--- config.mk ---
export PLATFORM = sky130hd
export DESIGN_NAME = fifo_demux_1_2
export DESIGN_NICKNAME = d
export VERILOG_FILES = /design/src/rtl/fifo_pkg.sv /design/src/rtl/fifo_bank_reg.sv /design/src/rtl/fifo_demux_1_2.sv
export SDC_FILE = /design/constraint.sdc
export NUM_CORES = 1
export LEC_CHECK = 0
export ABC_AREA = 0
export CAP_MARGIN = 20
export CORE_UTILIZATION = 47
export CTS_CLUSTER_SIZE = 20
export DETAILED_ROUTE_END_ITERATION = 12
export PLACE_DENSITY = 0.81
export RECOVER_POWER = 50
export SKIP_CTS_REPAIR_TIMING = 1
export SLEW_MARGIN = 15
export SYNTH_ARGS = -nofsm -noshare
export SYNTH_HDL_FRONTEND = slang
export SYNTH_HIERARCHICAL = 1
export SYNTH_SLANG_ARGS = --single-unit
--- constraint.sdc ---
create_clock -name clk -period 1.96 [get_ports clk]
set_clock_uncertainty 0.15 [all_clocks]
set_input_delay 0.294 -clock clk [delete_from_list [all_inputs] [get_ports clk]]
set_output_delay 0.294 -clock clk [all_outputs]
set_load 0.02 [all_outputs]
--- src/rtl/fifo_pkg.sv ---
// Shared definitions for the 2-entry ping-pong FIFO steering block.
package fifo_pkg;

  localparam int FIFO_BW_DEFAULT = 8;

  // Occupancy count of the two banks (0..2).
  typedef logic [1:0] count_t;

  // Bank indices addressed by the write and read pointers.
  localparam logic BANK0 = 1'b0;
  localparam logic BANK1 = 1'b1;

endpackage

--- src/rtl/fifo_bank_reg.sv ---
// One storage bank of the ping-pong buffer: a bw-bit register with load enable.
module fifo_bank_reg #(
  parameter int bw = 8
) (
  input  logic          clk,
  input  logic          reset,
  input  logic          load,
  input  logic [bw-1:0] d,
  output logic [bw-1:0] q
);

  // Capture the incoming word when this bank is the write target.
  // NOTE: bank data is reset as well, so the head word reads 0 out of reset
  // instead of X; a read never clears it, which is why stale data can show.
  always_ff @(posedge clk or posedge reset) begin
    if (reset) begin
      q <= '0;
    end else if (load) begin
      // NOTE: non-blocking assignment keeps every register updating from
      // pre-edge values, independent of always-block evaluation order.
      q <= d;
    end
  end

endmodule

--- src/rtl/fifo_demux_1_2.sv ---
// 2-entry ping-pong FIFO: a toggling write pointer steers each accepted word
// into one of two banks; a toggling read pointer pops them in arrival order.
// Optional feature: define FIFO_DEMUX_ERR_EN to add sticky o_err[1:0]
// (bit0 = overflow, bit1 = underflow).
module fifo_demux_1_2
  import fifo_pkg::*;
#(
  parameter int bw = FIFO_BW_DEFAULT
) (
  input  logic          clk,
  input  logic          reset,
  input  logic [bw-1:0] in,
  input  logic          wr,
  input  logic          rd,
  output logic [bw-1:0] out,
  output logic          o_full,
  output logic          o_empty,
  output count_t        o_count,
  output logic          o_wr_sel
`ifdef FIFO_DEMUX_ERR_EN
  ,
  output logic [1:0]    o_err
`endif
);

  logic [1:0]    valid;
  logic          wr_ptr;
  logic          rd_ptr;
  logic          wr_acc;
  logic          rd_acc;
  logic [bw-1:0] bank0;
  logic [bw-1:0] bank1;

  // Flags come straight from the valid bits, so they are pre-edge values
  // when the acceptance terms below are evaluated at the clock edge.
  assign o_full   = valid[0] & valid[1];
  assign o_empty  = ~(valid[0] | valid[1]);
  assign o_count  = count_t'({1'b0, valid[0]} + {1'b0, valid[1]});
  assign o_wr_sel = wr_ptr;

  // Writes are refused when full and reads when empty; with count=1 both
  // are accepted and always target different banks.
  assign wr_acc = wr & ~o_full;
  assign rd_acc = rd & ~o_empty;

  fifo_bank_reg #(.bw(bw)) u_bank0 (
    .clk   (clk),
    .reset (reset),
    .load  (wr_acc & (wr_ptr == BANK0)),
    .d     (in),
    .q     (bank0)
  );

  fifo_bank_reg #(.bw(bw)) u_bank1 (
    .clk   (clk),
    .reset (reset),
    .load  (wr_acc & (wr_ptr == BANK1)),
    .d     (in),
    .q     (bank1)
  );

  // Head word is selected combinationally; no read latency.
  assign out = (rd_ptr == BANK1) ? bank1 : bank0;

  // Occupancy and pointer bookkeeping for accepted writes and reads.
  always_ff @(posedge clk or posedge reset) begin
    if (reset) begin
      valid  <= '0;
      wr_ptr <= BANK0;
      rd_ptr <= BANK0;
    end else begin
      if (wr_acc) begin
        valid[wr_ptr] <= 1'b1;
        wr_ptr        <= ~wr_ptr;
      end
      if (rd_acc) begin
        valid[rd_ptr] <= 1'b0;
        rd_ptr        <= ~rd_ptr;
      end
    end
  end

`ifdef FIFO_DEMUX_ERR_EN
  // Sticky overflow/underflow flags; only reset clears them.
  always_ff @(posedge clk or posedge reset) begin
    if (reset) begin
      o_err <= '0;
    end else begin
      if (wr & o_full)  o_err[0] <= 1'b1;
      if (rd & o_empty) o_err[1] <= 1'b1;
    end
  end
`endif

endmodule
# Word level (Yosys, flattened, before mapping)
# Index checks and enable logic that the tools add are counted.
[totals] regBits=20 inputBits=12 wordCells=32
[classes] add_sub_neg=1 order_cmp=4 mux=7 bitwise_logic=13 n_reduce_logical=2
[ops] operator="two-way mux 8 bit" n=1
[ops] operator="bitwise AND 1 bit" n=5
[ops] operator="< comparator 1 x 2 -> 1 bit, second input constant" n=2
[ops] operator="two-way mux 2 bit" n=2
[ops] operator="NOT 1 bit" n=4
[ops] operator="adder 1 x 1 -> 2 bit" n=1
[ops] operator="bitwise AND 2 bit" n=1
[ops] operator="demux 1 bit (select 1 bit)" n=2
[ops] operator=">= comparator 1 bit, second input constant" n=2
[ops] operator="logical AND 1 bit" n=2
[ops] operator="two-way mux 1 bit" n=2
[ops] operator="NOT 2 bit" n=1
[ops] operator="OR 2 bit" n=1
[ops] operator="OR 1 bit" n=1

# Depth between registers and ports, before layout
# Gate-level depths: netlist of the first run.
[logic_depth] depth_word=8 ltp_mapped=4 ltp_nobuf=4

# Modules after synthesis
# The synthesis of the first run kept the hierarchy.
[modules_own_cells] module="fifo_bank_reg" instances=2 cells_per_inst=18 area_per_inst_um2=335.3 seq_area_each_um2=200.2
[modules_own_cells] module="fifo_demux_1_2" instances=1 cells_per_inst=28 area_per_inst_um2=317.8 seq_area_each_um2=100.1

# Worst setup path before layout of the first run
# OpenSTA, ideal clock, no wires.
[synth_timing] kind="register to register" from="register valid[0]" to="register u_bank1.q[0]" setup_time_ps=125 arrival_ps=1402 slack_ps=282 stages_incl_launch_ff=5 n_path_buf=1 synth_period_minus_slack_ps=1678 path_cell_list="dfrtp_1 ha_1 and3b_1 buf_6 mux2_4"
[synth_via] elab_chain_cells=4
[synth_rtl] element="start: declaration" line_no="fifo_demux_1_2.sv:26" text="logic [1:0] valid;"
[synth_rtl] element="start signal: assignment" line_no="fifo_demux_1_2.sv:68" text="valid <= '0;"
[synth_rtl] element="start signal: indexed assignment" line_no="fifo_demux_1_2.sv:73" text="valid[wr_ptr] <= 1'b1;"
[synth_rtl] element="start signal: indexed assignment" line_no="fifo_demux_1_2.sv:77" text="valid[rd_ptr] <= 1'b0;"
[synth_rtl] element="bitwise AND 1 bit" line_no="fifo_demux_1_2.sv:36" text="assign o_full = valid[0] & valid[1];"
[synth_rtl] element="net o_full" line_no="fifo_demux_1_2.sv:16" text="output logic o_full,"
[synth_rtl] element="NOT 1 bit" line_no="fifo_demux_1_2.sv:43" text="assign wr_acc = wr & ~o_full;"
[synth_rtl] element="bitwise AND 1 bit" line_no="fifo_demux_1_2.sv:43"
[synth_rtl] element="bitwise AND 1 bit" line_no="fifo_demux_1_2.sv:57" text=".load (wr_acc & (wr_ptr == BANK1)),"
[synth_rtl] element="end signal: assignment" line_no="fifo_bank_reg.sv:17" text="q <= '0;"
[synth_rtl] element="end signal: assignment" line_no="fifo_bank_reg.sv:21" text="q <= d;"
[synth_rtl] element="end: declaration" line_no="fifo_bank_reg.sv:9" text="output logic [bw-1:0] q"
# The timed path passes the listed nets, and every way through them passes these cells.
# A chain may end at the register's enable or synchronous reset.

# Final worst setup path of the first run
[layout_timing] from="register rd_ptr" to="output out[2]"
[layout_via] elab_chain_cells=1
[layout_rtl] element="start: declaration" line_no="fifo_demux_1_2.sv:28" text="logic rd_ptr;"
[layout_rtl] element="start signal: assignment" line_no="fifo_demux_1_2.sv:78" text="rd_ptr <= ~rd_ptr;"
[layout_rtl] element="two-way mux 8 bit" line_no="fifo_demux_1_2.sv:63" text="assign out = (rd_ptr == BANK1) ? bank1 : bank0;"
[layout_rtl] element="end: declaration" line_no="fifo_demux_1_2.sv:15" text="output logic [bw-1:0] out,"
# No other way between the ends.

==> impl_metrics.yaml, run 1 <==
status:
  status: "complete, no violations"
finish:
  nets: 110
  drive_above_1_share_pct: 37.23
  mostFrequentLayoutCells: "19 x dfrtp_1, 16 x mux2_4, 11 x clkdlybuf4s50_1, 11 x dlymetal6s2s_1, 8 x mux2_2"
  stdcell_count: 121
  diodes: 0
  final_util_pct: 67.35
  fillers: 154
  syn2layout_area_growth_pct: 33.67
  final_common_cell: "dfrtp_1"
clock_tree:
  clockBufferDepth: 2
  clkSinkCount: 20
  cts_root_buf: "clkbuf_4"
  cts_tree: "yes"
  path_clk_slew_ns: 0.11
  insertion_delay_ns: 0.30
  htree_levels: 1
  cts_buffers: 3
setup_path:
  cp-end-kind: "primary output"
  cp_slowest_cell: "dfrtp_2"
  crit_required_ns: 1.52
  cp_slowest_stage_delay_ns: 0.40
  critPathMaxFanout: 4
  critical_path_class: "reg2out"
  worstPathCellList: "clkbuf_2 > mux2_2 > dlymetal6s2s_1"
  cp.arrival_ns: 1.42
  cp-start-kind: "flip-flop"
global_routing:
  grt_pass1_wl_mm: 2.780
  antenna_found_initial: 0
  grt_pass1_vias: 569
  track_usage_pct: 18.90
  grt_max_degree: 11
  grt_overflow: 0
timing:
  fmax_mhz: 535.9
  fin_crit_sh_pct: 95.20
  finalSetupViolCount: 0
  timing.slew.headroom_pct: 75.65
  rsz0062_at_grt: "no"
  maxSlewViolCount: 0
  period_needed_ns: 1.866
  finalHoldViolations: 0
  finalWorstSetupSlack_ns: 0.09408
  worst_pin_slew_ns: 0.3645
run:
  cap_violations: 0
min_path:
  hp-class: "in2async"
pwr:
  p_int_w: 0.001542
  clock_power_share_pct: 8.2
  switchingPower_w: 0.0008366
  p_leak_nw: 0.7109
  p_comb_share_pct: 59.8
  max-vdd-ir-drop_mv: 0.9499
  netSwitchingFraction_pct: 35.17
  p_seq_share_pct: 32.0
  power.density_mw_per_mm2: 1800
logic_synthesis:
  yosys.cell_types.count: 12
  synthMuxAreaShare_pct: 33.42
  syn_area_per_cell_um2: 15.44
  yosys.area_share.simple_pct: 3.418
  synthesis.area_um2: 988.4
  synth_compound_area_share_pct: 1.772
  synth_fp_nets: 78
  synthXorXnorAreaFrac_pct: 1.772
  yosys_warnings: 6
  ys_seq_elements: 20
  netlist_instances: 64
  synthAdderAreaFrac_pct: 2.532
  yosysSeqAreaShare_pct: 50.63
  synth_top_family_by_area: "multiplexers"
detailed_routing:
  dr_total_vias: 599
  viasPerCell: 4.950
  final_antenna_net_count: 0
  first_pass_iters: 2
  dr.first_iter.drc_count: 4
  route.detailed.drc: 0
  routed_wl_mm: 1.837
  wl_per_cell_um: 15.18
placement:
  place_inst: 114
  dp_hpwl_mm: 1.309
  port-buffer-count: 24
  preCtsSetupSlack_ns: 0.02617
  place_congestion: 0.7012
floorplan:
  die_y_um: 47.86
  pin_count: 25
  num_rows: 16
  fp.dieArea_mm2: 0.002291
  die_width_um: 47.86
  core-area_mm2: 0.001962
  initial_core_util_pct: 50.38
[area by class of cell]
type | count | area (µm²) | area share, %
flip-flops and latches | 20 | 501.7 | 37.97
multi-input cells | 34 | 419.2 | 31.72
repair buffers | 31 | 321.6 | 24.34
well taps | 27 | 33.78 | 2.557
clock buffers | 3 | 22.52 | 1.705
inverters | 6 | 22.52 | 1.705
[cells in the mapped netlist, drive strengths merged]
| library cell | n | area, µm² |
|---|---|---|
| buf | 4 | 41.29 |
| xnor2 | 2 | 17.52 |
| nor3b | 1 | 12.51 |
| o22a | 2 | 17.52 |
| mux2 | 24 | 330.3 |
| and3b | 1 | 8.760 |
| inv | 6 | 22.52 |
| dfrtp | 20 | 500.5 |
| ha | 2 | 25.02 |
| nand2b | 2 | 12.51 |
[worst paths after layout]
check / from / endpoint / slack [ns] / cells past startpoint
min in group clk: u_bank0/q[6] / u_bank0/q[6] / 0.37 / 1
setup reg to reg: valid[0] / u_bank0/q[7] / 0.17 / 4
hold / removal: reset / valid[0] / 0.22 / 2
max in group asynchronous: reset / u_bank0/q[6] / 1.12 / 2
hold reg to reg: u_bank0/q[6] / u_bank0/q[6] / 0.37 / 1
setup / recovery: rd_ptr / out[2] / 0.09 / 3
[worst max-delay path: cells and delay by family (launching register included)]
kind / cells / cell delay [ns]
DFF: 1 / 0.40
buffers and inverters: 2 / 0.37
muxes: 1 / 0.34
[metal layers]
| metal | vias to the layer above | share of wire [%] | global-route usage [%] | routed length (µm) |
|---|---|---|---|---|
| met3 | 2 | 5.3 | 7.170 | 97 |
| met2 | 17 | 51 | 28.11 | 930 |
| met5 | - | 0 | 0 | 0 |
| met4 | 0 | 0.82 | 8.333 | 15 |
| met1 | 305 | 43 | 24.52 | 793 |
| li1 | 275 | - | - | - |
[cells by family after synthesis]
kind of cell	count (synthesis)
fa+ha+maj	2
flops	20
buf+inv	10
simple gates	4
mux	24
compound gates	2
xor+xnor	2
[power groups by stage]
| stage | registers [W] | clock network [W] | logic (W) |
|---|---|---|---|
| finish | 0.000761 | 0.000195 | 0.00142 |
| global route | 0.000789 | 0.000216 | 0.00152 |
| CTS | 0.000788 | 0.000202 | 0.00142 |
| detailed placement | 0.000787 | 0 | 0.00142 |
| global placement | 0.000785 | 0 | 0.00139 |
| floorplan | 0.000738 | 0 | 0.000988 |
[state kept, by name, indices dropped and copies added, names as in the netlist]
| name | count |
|---|---|
| valid | 2 |
| o_wr_sel | 1 |
| u_bank1/q | 8 |
| u_bank0/q | 8 |
| rd_ptr | 1 |
[through the flow]
step	setup TNS, ns	hold slack (ns)	instance area (µm²)	power [W]
3_5_place_dp	0	0.3402	1256	0.002207
5_1_grt	0	0.2241	1321	0.002526
6_report	0	0.2166	1321	0.002379
3_3_place_gp	0	0.3362	1256	0.002173
2_1_floorplan	0	-0.08992	988.4	0.001726
4_1_cts	-2.850	0.08579	1279	0.002411
(Power assumes the default switching activity.)
==> run 2, diff against run 1 <==
--- a/config.mk
+++ b/config.mk
@@ -5,7 +5,7 @@
 export SDC_FILE = /design/constraint.sdc
 export NUM_CORES = 1
 export LEC_CHECK = 0
-export ABC_AREA = 0
+export ABC_AREA = 1
 export CAP_MARGIN = 20
 export CORE_UTILIZATION = 47
 export CTS_CLUSTER_SIZE = 20
==> run 2 against run 1 <==
Cell area is 3.0% lower. Clock power is 25% higher. Non-clock buffer count fell by 3. Die area down 0.98%. Flip-flop and latch count unchanged. Via count is 35% higher. Setup slack gained 0.042 ns. Highest routed layer unchanged.
==> impl_metrics.yaml, run 2 <==
global_routing:
  grt_pass1_wl_mm: 3.063
  track_usage_pct: 20.32
  grt_overflow: 0
  grt_pass1_vias: 736
  grt_max_degree: 18
  antenna_found_initial: 0
floorplan:
  die_width_um: 47.63
  fp.dieArea_mm2: 0.002268
  initial_core_util_pct: 49.87
  core-area_mm2: 0.001962
  pin_count: 25
  num_rows: 16
  die_y_um: 47.63
detailed_routing:
  first_pass_iters: 4
  viasPerCell: 4.545
  routed_wl_mm: 2.013
  wl_per_cell_um: 11.31
  final_antenna_net_count: 0
  dr_total_vias: 809
  dr.first_iter.drc_count: 5
  route.detailed.drc: 0
logic_synthesis:
  synth_fp_nets: 138
  synthTopCellsByArea: "dfrtp_1 51%, nand2_1 24%, inv_1 7.3%, buf_6 3.5%, o21ai_0 3.1%"
  yosysSeqAreaShare_pct: 51.15
  syn_area_per_cell_um2: 7.891
  synthMostInstantiatedCell: "nand2_1"
  netlist.area_leader.share_pct: 51.15
  ys_dominant_reg_cell: "dfrtp_1"
  synthesis.area_um2: 978.4
  yosys_warnings: 6
  synth_common_cells: "62 x nand2_1, 20 x dfrtp_1, 19 x inv_1"
  ys_seq_elements: 20
  synth_edf_count: 0
  yosysTopAreaCell: "dfrtp_1"
  async_flop_share_pct: 100.0
  netlist_instances: 124
  yosys.cell_types.count: 14
pwr:
  power.density_mw_per_mm2: 1671
  max-vdd-ir-drop_mv: 0.8736
  p_leak_nw: 0.8247
  p_total_w: 0.002141
run:
  cap_violations: 0
setup_path:
  critPathBufInv: 2
  cp_slowest_cell: "dfrtp_2"
  worstPathCellList: "buf_4 > o21ai_0 > clkbuf_2"
  cp.arrival_ns: 1.38
  critical_path_class: "reg2out"
  cp_slowest_stage_delay_ns: 0.52
  cp-start-kind: "flip-flop"
  critPathMaxFanout: 15
  cp-end-kind: "primary output"
  cp_top_family: "flip-flops"
  crit_required_ns: 1.52
finish:
  multi_input_area_um2: 337.8
  final_common_cell: "nand2_1"
  fillers: 182
  reg_top3: "u_bank0/q x8, u_bank1/q x8, valid x2"
  final_util_pct: 65.31
  diodes: 0
  nets: 166
  mostFrequentLayoutCells: "62 x nand2_1, 20 x inv_1, 19 x dfrtp_1"
  drive_above_1_share_pct: 8.609
  seq_area_um2: 501.7
  stdcell_area_mm2: 0.001281
  syn2layout_area_growth_pct: 30.95
clock_tree:
  htree_levels: 1
  insertion_delay_ns: 0.30
  path_clk_slew_ns: 0.11
  cts_buffers: 3
  cts_root_buf: "clkbuf_4"
  clockBufferDepth: 2
  clkSinkCount: 20
  cts_tree: "yes"
placement:
  placed_cell_area_mm2: 0.001214
  place_congestion: 0.7637
  port-buffer-count: 24
  dp_hpwl_mm: 1.539
timing:
  fmax_mhz: 548.1
  worst_pin_slew_ns: 0.3576
  maxSlewViolCount: 0
  finalSetupViolCount: 0
  fin_hold_ws_ns: 0.1994
  timing.slew.headroom_pct: 76.14
  rsz0062_at_grt: "no"
  fin_crit_sh_pct: 93.08
  period_needed_ns: 1.824
  finalHoldViolations: 0
min_path:
  hp-class: "in2async"
status:
  status: "complete, no violations"
## run 2: cell count changes in the layout (fill, tap and decap cells not counted), sizes merged, moves of 3 or more
cell / change
inv: +15
mux2: -24
nand2: +62
nand3: +3
o21ai: +8
## run 2: cell families after synthesis
| family | Yosys count | synth area share (%) |
|---|---|---|
| buffers and inverters | 26 | 14.32 |
| AND/OR/NAND/NOR | 66 | 25.70 |
| XOR/XNOR | 1 | 0.8953 |
| AO/OA/AOI/OAI | 9 | 5.371 |
| adder cells (fa/ha/maj) | 2 | 2.557 |
| flip-flops | 20 | 51.15 |
## run 2: cell type report
type / instances / share of cell area [%]
Clock buffer: 4 / 2.832
Inverter: 21 / 6.152
Multi-Input combinational cell: 78 / 26.37
Sequential cell: 20 / 39.16
Tap cell: 27 / 2.637
Timing Repair Buffer: 28 / 22.85
## run 2: report_power, final
part	internal [W]	switching (W)
registers	0.000613	0.000151
clock network	0.000113	0.000129
logic	0.000493	0.000642
total	0.00122	0.000922
## run 2: worst paths after layout
| check | slack (ns) | start | to | cells after the start |
|---|---|---|---|---|
| setup / recovery | 0.14 | rd_ptr | out[4] | 3 |
| hold / removal | 0.20 | reset | valid[0] | 2 |
| setup reg to reg | 0.41 | valid[0] | u_bank1/q[0] | 7 |
| hold reg to reg | 0.33 | u_bank0/q[5] | u_bank0/q[5] | 2 |
| max in group asynchronous | 1.13 | reset | u_bank0/q[5] | 2 |
| min in group clk | 0.33 | u_bank0/q[5] | u_bank0/q[5] | 2 |
## run 2: routing by layer
layer / part of all wire, % / routed length (µm) / vias up / track usage [%]
met5: 0 / 0 / - / 0
met4: 2.1 / 42 / 0 / 10.00
met3: 3.7 / 74 / 6 / 3.396
met2: 50 / 1016 / 19 / 35.34
met1: 44 / 880 / 368 / 24.34
li1: - / - / 416 / -
## run 2: through the flow
| stage | TNS [ns] | setup WS (ns) | cells |
|---|---|---|---|
| 3_5_place_dp | 0 | 0.04676 | 173 |
| 4_1_cts | -2.479 | -0.3067 | 177 |
| 6_report | 0 | 0.1356 | 178 |
| 3_3_place_gp | 0 | 0.08028 | 173 |
| 5_1_grt | 0 | 0.008636 | 178 |
| 2_1_floorplan | 0 | 0.5026 | 124 |
==> run 3, diff against run 2 <==
--- a/config.mk
+++ b/config.mk
@@ -7,10 +7,11 @@
 export LEC_CHECK = 0
 export ABC_AREA = 1
 export CAP_MARGIN = 20
-export CORE_UTILIZATION = 47
+export CORE_UTILIZATION = 41
 export CTS_CLUSTER_SIZE = 20
 export DETAILED_ROUTE_END_ITERATION = 12
-export PLACE_DENSITY = 0.81
+export GPL_TIMING_DRIVEN = 0
+export PLACE_DENSITY = 0.73
 export RECOVER_POWER = 50
 export SKIP_CTS_REPAIR_TIMING = 1
 export SLEW_MARGIN = 15
==> run 3 against run 2 <==
Clock-buffer cell count decreased by 1. Non-clock buffer count is 1 higher. Wire length is 5.8% lower. Critical path type unchanged. Combinational power rose by 11%. Sequential share of layout area fell by 1.7 points. Register-to-register slack about the same. Via count grew 0.49%. Flip-flop and latch count unchanged. First-iteration DRC count rose to 3.8 times the previous value. Sequential power decreased by 6.7%. Highest routed layer unchanged.
==> impl_metrics.yaml, run 3 (same netlist as run 2, synthesis figures left out) <==
detailed_routing:
  dr_total_vias: 813
  final_antenna_net_count: 0
  dr.first_iter.drc_count: 19
  viasPerCell: 4.517
  routed_wl_mm: 1.896
  route.detailed.drc: 0
  first_pass_iters: 4
  wl_per_cell_um: 10.53
global_routing:
  track_usage_pct: 17.90
  grt_max_degree: 13
  grt_pass1_wl_mm: 3.394
  grt_overflow: 0
  antenna_found_initial: 0
  grt_pass1_vias: 809
setup_path:
  critPathBufInv: 3
  worstPathCellList: "buf_6 > buf_12 > o21ai_2 > dlymetal6s2s_1"
  critical_path_class: "reg2out"
  startpoint: "rd_ptr"
  rr_worst_depth: 8
  r2r_slack_ns: 0.41
  rr_endpoint: "u_bank1/q[0]"
  crit_required_ns: 1.52
  crit_cells: 4
  cp-endpoint: "out[3]"
  cp-start-kind: "flip-flop"
  rr_startpoint: "valid[0]"
  cp.arrival_ns: 1.32
  cp_slowest_cell: "dfrtp_1"
  critPathMaxFanout: 10
  cp_slowest_stage_delay_ns: 0.39
  cp-end-kind: "primary output"
  cp_top_family: "buffers and inverters"
finish:
  syn2layout_area_growth_pct: 36.57
  fillers: 201
  drive_above_1_share_pct: 7.895
  final_common_cell: "nand2_1"
  reg_top3: "u_bank0/q x8, u_bank1/q x8, valid x2"
  nets: 167
  multi_input_area_um2: 337.8
  seq_area_um2: 500.5
  mostFrequentLayoutCells: "62 x nand2_1, 20 x inv_1, 20 x dfrtp_1"
  diodes: 0
timing:
  finalHoldViolations: 0
  fin_crit_sh_pct: 90.18
  worst_pin_slew_ns: 0.3374
  timing.slew.headroom_pct: 77.48
  finalWorstSetupSlack_ns: 0.1924
  fmax_mhz: 565.7
  period_needed_ns: 1.768
  finalSetupViolCount: 0
  fin_tns_setup_ns: 0
  rsz0062_at_grt: "no"
  maxSlewViolCount: 0
status:
  status: "complete, no violations"
pwr:
  p_total_w: 0.002299
  p_comb_share_pct: 54.3
  switchingPower_w: 0.0009215
  p_leak_nw: 0.8577
  netSwitchingFraction_pct: 40.08
  clock_power_share_pct: 14.7
  p_int_w: 0.001378
  p_seq_share_pct: 31.0
  max-vdd-ir-drop_mv: 1.057
  power.density_mw_per_mm2: 1721
clock_tree:
  clockBufferDepth: 2
  cts_root_buf: "clkbuf_4"
  clkSinkCount: 20
  cts_tree: "yes"
  htree_levels: 1
  path_clk_slew_ns: 0.11
  cts_buffers: 3
  insertion_delay_ns: 0.30
run:
  cap_violations: 0
floorplan:
  die_width_um: 50.85
  core-area_mm2: 0.002233
  num_rows: 17
  pin_count: 25
  initial_core_util_pct: 43.81
  fp.dieArea_mm2: 0.002586
  die_y_um: 50.85
min_path:
  hp-class: "in2async"
placement:
  preCtsSetupSlack_ns: 0.1493
  port-buffer-count: 24
  dp_hpwl_mm: 1.395
  place_congestion: 0.8279
## run 3: through the flow
step | instances | instance area, µm² | utilization, % | hold slack [ns]
finish | 180 | 1336 | 59.83 | 0.1997
CTS | 180 | 1306 | 58.49 | 0.07505
detailed placement | 176 | 1254 | 56.13 | 0.3091
floorplan | 124 | 978.4 | - | -0.08992
global placement | 176 | 1254 | 56.13 | 0.3032
global route | 180 | 1336 | 59.83 | 0.2214
## run 3: power by group through the flow
stage / combinational, W / clock [W] / sequential, W
floorplan: 0.000821 / 0 / 0.000713
global placement: 0.00127 / 0 / 0.000712
detailed placement: 0.00130 / 0 / 0.000721
CTS: 0.00130 / 0.000348 / 0.000713
global route: 0.00138 / 0.000363 / 0.000742
finish: 0.00125 / 0.000339 / 0.000713
## run 3: final cells by class
cell class	instances	area share, %
Buffer	5	4.588
Clock buffer	3	1.685
Clock inverter	1	2.247
Inverter	21	5.899
Multi-Input combinational cell	78	25.28
Sequential cell	20	37.45
Tap cell	28	2.622
Timing Repair Buffer	24	20.22
## run 3: worst min path at each step
stage / from / to / slack (ns) / cells past startpoint
after floorplan: reset / o_wr_sel / -0.09 / 1
after global placement: u_bank1/q[4] / u_bank1/q[4] / 0.30 / 2
after detailed placement: u_bank0/q[7] / u_bank0/q[7] / 0.31 / 2
after CTS: reset / rd_ptr / 0.08 / 2
after global routing: reset / valid[1] / 0.22 / 2
final: reset / o_wr_sel / 0.20 / 2
## run 3: routing by layer
metal  GRT usage (%)  vias up  share of wire, %
met3           2.679        7               2.7
li1                -      421                 -
met1           22.69      369                47
met5               0        -                 0
met2           29.78       16                48
met4           8.796        0               2.7
